<file path="src/rtl/mat2_mul_seq.sv">
// Sequential 2x2 signed matrix multiplier: streams in A then B, runs one
// shared multiply-accumulate per cycle, then streams out the clamped C elements.
module mat2_mul_seq #(
  parameter int DATA_WIDTH = 8
) (
  input  logic                  clk,
  input  logic                  rst_n,
  input  logic                  in_valid,
  output logic                  in_ready,
  input  logic [DATA_WIDTH-1:0] in_data,
  output logic                  out_valid,
  input  logic                  out_ready,
  output logic [DATA_WIDTH-1:0] out_data,
  output logic                  out_sat,
  output logic                  busy,
  output logic [1:0]            dbg_state
);

  // Handshake: a transfer happens on a rising edge where valid && ready are
  // both high; the producer holds its payload stable until that edge.

  localparam int W  = DATA_WIDTH;
  localparam int AW = 2 * DATA_WIDTH + 1;

  localparam logic [1:0] S_LOAD = 2'd0;
  localparam logic [1:0] S_MAC  = 2'd1;
  localparam logic [1:0] S_OUT  = 2'd2;

  localparam logic signed [AW-1:0] SAT_MAX = {{(W+2){1'b0}}, {(W-1){1'b1}}};
  localparam logic signed [AW-1:0] SAT_MIN = {{(W+2){1'b1}}, {(W-1){1'b0}}};

  logic [1:0]               state;
  logic [2:0]               load_cnt;
  logic [2:0]               mac_cnt;
  logic [1:0]               out_cnt;
  logic                     armed;
  logic signed [W-1:0]      opa [4];
  logic signed [W-1:0]      opb [4];
  logic signed [AW-1:0]     acc;
  logic [W-1:0]             res [4];
  logic [3:0]               res_sat;

  logic                     in_fire;
  logic                     out_fire;
  logic [1:0]               elem;
  logic                     term;
  logic [1:0]               a_idx;
  logic [1:0]               b_idx;
  logic signed [2*W-1:0]    prod;
  logic signed [AW-1:0]     prod_ext;
  logic signed [AW-1:0]     sum;
  logic [W-1:0]             clamped;
  logic                     clamp_hit;

  // armed keeps in_ready low until the first edge after reset release
  assign in_ready  = (state == S_LOAD) && armed;
  assign out_valid = (state == S_OUT);
  assign in_fire   = in_valid && in_ready;
  assign out_fire  = out_valid && out_ready;
  assign busy      = (state != S_LOAD) || (load_cnt != 3'd0);
  assign dbg_state = state;

  assign out_data  = out_valid ? res[out_cnt] : '0;
  assign out_sat   = out_valid ? res_sat[out_cnt] : 1'b0;

  // mac_cnt = {element, term}: c_ij term k uses a[i][k] * b[k][j]
  assign elem  = mac_cnt[2:1];
  assign term  = mac_cnt[0];
  assign a_idx = {elem[1], term};
  assign b_idx = {term, elem[0]};

  always_comb begin
    prod      = opa[a_idx] * opb[b_idx];
    prod_ext  = {prod[2*W-1], prod};
    sum       = acc + prod_ext;
    clamped   = sum[W-1:0];
    clamp_hit = 1'b0;
    if (sum > SAT_MAX) begin
      clamped   = SAT_MAX[W-1:0];
      clamp_hit = 1'b1;
    end else if (sum < SAT_MIN) begin
      clamped   = SAT_MIN[W-1:0];
      clamp_hit = 1'b1;
    end
  end

  always_ff @(posedge clk or negedge rst_n) begin
    if (!rst_n) begin
      armed <= 1'b0;
    end else begin
      armed <= 1'b1;
    end
  end

  always_ff @(posedge clk or negedge rst_n) begin
    if (!rst_n) begin
      state    <= S_LOAD;
      load_cnt <= 3'd0;
      mac_cnt  <= 3'd0;
      out_cnt  <= 2'd0;
    end else begin
      case (state)
        S_LOAD: begin
          if (in_fire) begin
            if (load_cnt == 3'd7) begin
              state    <= S_MAC;
              load_cnt <= 3'd0;
              mac_cnt  <= 3'd0;
            end else begin
              load_cnt <= load_cnt + 3'd1;
            end
          end
        end
        S_MAC: begin
          mac_cnt <= mac_cnt + 3'd1;
          if (mac_cnt == 3'd7) begin
            state   <= S_OUT;
            out_cnt <= 2'd0;
          end
        end
        S_OUT: begin
          if (out_fire) begin
            out_cnt <= out_cnt + 2'd1;
            if (out_cnt == 2'd3) begin
              state <= S_LOAD;
            end
          end
        end
        default: state <= S_LOAD;
      endcase
    end
  end

  // Operand capture: first four transfers fill A, last four fill B
  always_ff @(posedge clk or negedge rst_n) begin
    if (!rst_n) begin
      for (int i = 0; i < 4; i++) begin
        opa[i] <= '0;
        opb[i] <= '0;
      end
    end else if (in_fire) begin
      if (load_cnt[2]) begin
        opb[load_cnt[1:0]] <= in_data;
      end else begin
        opa[load_cnt[1:0]] <= in_data;
      end
    end
  end

  // Term 0 seeds the accumulator; term 1 completes, clamps and stores the element
  always_ff @(posedge clk or negedge rst_n) begin
    if (!rst_n) begin
      acc     <= '0;
      res_sat <= 4'd0;
      for (int i = 0; i < 4; i++) begin
        res[i] <= '0;
      end
    end else if (state == S_MAC) begin
      if (!term) begin
        acc <= prod_ext;
      end else begin
        acc           <= sum;
        res[elem]     <= clamped;
        res_sat[elem] <= clamp_hit;
      end
    end
  end

endmodule

</file>
<file path="config.mk">
export PLATFORM = sky130hd
export DESIGN_NAME = mat2_mul_seq
export DESIGN_NICKNAME = d
export VERILOG_FILES = /design/src/rtl/mat2_mul_seq.sv
export SDC_FILE = /design/constraint.sdc
export NUM_CORES = 1
export LEC_CHECK = 0
export CAP_MARGIN = 5
export CORE_MARGIN = 3
export CORE_UTILIZATION = 40
export CTS_CLUSTER_DIAMETER = 40
export CTS_CLUSTER_SIZE = 12
export DETAILED_ROUTE_END_ITERATION = 8
export PLACE_DENSITY = 0.65
export SYNTH_ARGS = -nofsm -noshare
export SYNTH_HDL_FRONTEND = slang
export SYNTH_SLANG_ARGS = --single-unit
</file>
<file path="constraint.sdc">
create_clock -name clk -period 10 [get_ports clk]
set_input_delay 1.5 -clock clk [delete_from_list [all_inputs] [get_ports clk]]
set_output_delay 1.5 -clock clk [all_outputs]
set_load 0.02 [all_outputs]
</file>
==> run summary <==
Status: complete, no violations
CTS Buf Count: 17
Hold EP: acc[4]$_DFFE_PN0P_
Final #Nets: 1023
Vias/cell: 5.21
Slew HR: 0.342
FP Rows: 55
Largest net degree at the start of global routing: 79
Synth warn: 0
WS Path Type: register to register
Chip width: 159 µm
ANT nets after route: 0
PnR worst setup slack: 1500 ps
Min Tclk post-route: 8500 ps
Syn Area/Cell: 10.6 µm²
WP data arrival: 8780 ps
Hold Path Origin: acc[4]$_DFFE_PN0P_
Slew @ Worst Pin: 985 ps
GRT met2 Usage: 0.265
Die height: 159 µm
Worst endpoint required time: 10280 ps
Cell with the most instances after synthesis: dfrtp_1
Number of I/O pins: 26
Vias in the first global route: 6645
Setup slack, reg-to-reg: 1500 ps
H-tree depth: 4
First-pass GRT wire length: 33.4 mm
Via count: 6396
Starting Density: 0.410
Initial antenna violation count: 0
Synth Net Count: 1002
Worst R2R Path Depth: 27
Die area: 0.0252 mm²
Routing usage on met3: 0.0235
Final setup TNS: 0 ps
Total grt overflow: 0
Post-DP HPWL: 14.4 mm
Core box area: 0.0228 mm²
Synth cell count leaders: dfrtp_1 (128), inv_1 (103), nand2_1 (75)
Critical path's largest stage delay: 920 ps
CTS sink count: 128
Synthesized flop and latch total: 128
Clk Tree Root Cell: clkbuf_16
Hold Crit Class: register to register
Cell area after synthesis: 0.00933 mm²
Detailed Route Iter0 Violations: 241
Share of cells above drive strength 1: 0.164
Area growth syn-to-layout: 12.4%
Post-Synthesis Cells: 881
PortBufs: 25
CTS tree: built
CP max FO: 17
DRT Pass-1 Iters: 5
Final hold vios: 0
Wirelength per Cell: 15.6 µm
Number of synthesized flops with an enable pin: 0
Hold path depth: 2
Post_cts resized: 0
FMAX: 0.118 GHz
Layer with the highest usage: met2
Core Util, Final: 0.461
CP dominant cell by count: fa_1
Critical path endpoint category: register
Max-slew violations: 0
Final setup violation count: 0
Most used DFF post-synth: dfrtp_1
Synth top area share: 0.343
Max-cap viol count: 0
Crit-path slowest cell: dfrtp_1
Tcrit/Tclk final: 0.850
GRT Util Overall: 0.159
Clock buffer depth: 2
Worst R2R Start: mac_cnt[0]$_DFFE_PN0P_
Hold slack: 486 ps
RSZ-0062 raised after global routing: no
Drt drc: 0
Top area cells in the synthesized netlist: dfrtp_1 (34%), fa_1 (12%), mux2_2 (8.3%)
Postcts setup bufs: 0
Worst-Skew Late Latency: 420 ps
Startpoint Class: register
Clock Pin Slew Worst Setup and Hold Paths: 60 ps
Ys async rst share: 1.00
Place WS: 1540 ps
Sequential element share of the synthesized area: 0.343
Distinct cell type count of the synthesized netlist: 67
Cell taking the most area after synthesis: dfrtp_1
Diode count: 0
Final Skew: 13.7 ps
Gp weighted congestion: 0.812
Hold buffers post-CTS: 0
Critical R2R Capture: res[4]$_DFFE_PN0P_
Routed WL: 19.2 mm
Met1 Use GR: 0.221
==> cells in the final DEF, fill, tap and decap left out, types with 4 or more instances in the layout <==
cell,n
nor2_1,50
mux2_2,69
nand4_1,5
mux2i_1,10
inv_1,103
inv_6,4
a21oi_1,48
o21ai_0,29
buf_4,6
clkbuf_16,17
or3_1,5
clkdlybuf4s50_1,24
xnor2_1,18
clkinv_4,5
ha_1,53
xor2_1,12
nand2_1,75
o21ai_1,4
mux4_2,24
dfrtp_1,128
nand3_1,7
mux2_4,5
o211ai_1,6
o22a_1,4
and2_1,52
nand2b_1,6
fa_1,56
a21o_1,7
nor3_1,7
nor2b_1,13
==> per-layer routing <==
layer / share of wire / vias to the layer above / wire length [µm]
li1: - / 3049 / -
met1: 0.49 / 3251 / 9400
met2: 0.48 / 77 / 9130
met3: 0.021 / 19 / 408
met4: 0.011 / 0 / 217
met5: 0 / - / 0
==> registers in the layout (all words and copies together), names as in the netlist <==
name       flops
opa           32
acc           17
dbg_state      2
armed          1
out_cnt        2
mac_cnt        3
opb           32
res           32
res_sat        4
load_cnt       3
==> stage by stage <==
step / instances / area (µm²)
2_1_floorplan: 881 / 9330
3_3_place_gp: 1196 / 9910
3_5_place_dp: 1196 / 9910
4_1_cts: 1228 / 10500
5_1_grt: 1228 / 10500
6_report: 1228 / 10500
==> logic make-up (layout without fill, tap and decap cells) <==
| group | count (synthesis) | in the layout | share of synthesized area |
|---|---|---|---|
| AOI/OAI and AO/OA | 138 | 138 | 0.0983 |
| xor gates and xnor gates | 30 | 30 | 0.0281 |
| adders and majority gates | 109 | 109 | 0.191 |
| buffers and inverters | 131 | 165 | 0.0540 |
| DFF | 128 | 128 | 0.343 |
| muxes | 108 | 108 | 0.160 |
| other | 1 | 1 | 0.000402 |
| and+or+nand+nor | 236 | 236 | 0.125 |
==> cell type report <==
class	instances	area [µm²]
clock buffer	18	429
clock inverter	14	156
fill	2110	12300
inverter	103	387
multi-input combinational	622	5640
sequential	128	3200
tap	313	392
timing repair buffer	30	285
==> worst max path at each step <==
stage                                 startpoint                     end  slack (ps)  depth (start not counted)
after floorplan           mac_cnt[0]$_DFFE_PN0P_  res_sat[0]$_DFFE_PN0P_        2100                         29
after global placement    mac_cnt[0]$_DFFE_PN0P_     res[18]$_DFFE_PN0P_        1680                         28
after detailed placement  mac_cnt[0]$_DFFE_PN0P_      res[5]$_DFFE_PN0P_        1540                         27
after CTS                 mac_cnt[0]$_DFFE_PN0P_      res[4]$_DFFE_PN0P_        1530                         27
after global routing      mac_cnt[0]$_DFFE_PN0P_     res[21]$_DFFE_PN0P_         830                         27
final                     mac_cnt[0]$_DFFE_PN0P_      res[4]$_DFFE_PN0P_        1500                         27
==> worst max-delay path, delay by kind of cell, from the launching register on <==
kind,cells,cell delay (ps)
DFF,1,920
muxes,1,410
buffers and inverters,3,150
adders and majority gates,6,2690
xor gates and xnor gates,2,750
and+or+nand+nor,5,900
AOI/OAI and AO/OA,10,2530
Power is left out: the tool's default activity adds up to more than one toggle a clock period on the data nets, which glitch-free logic cannot reach.
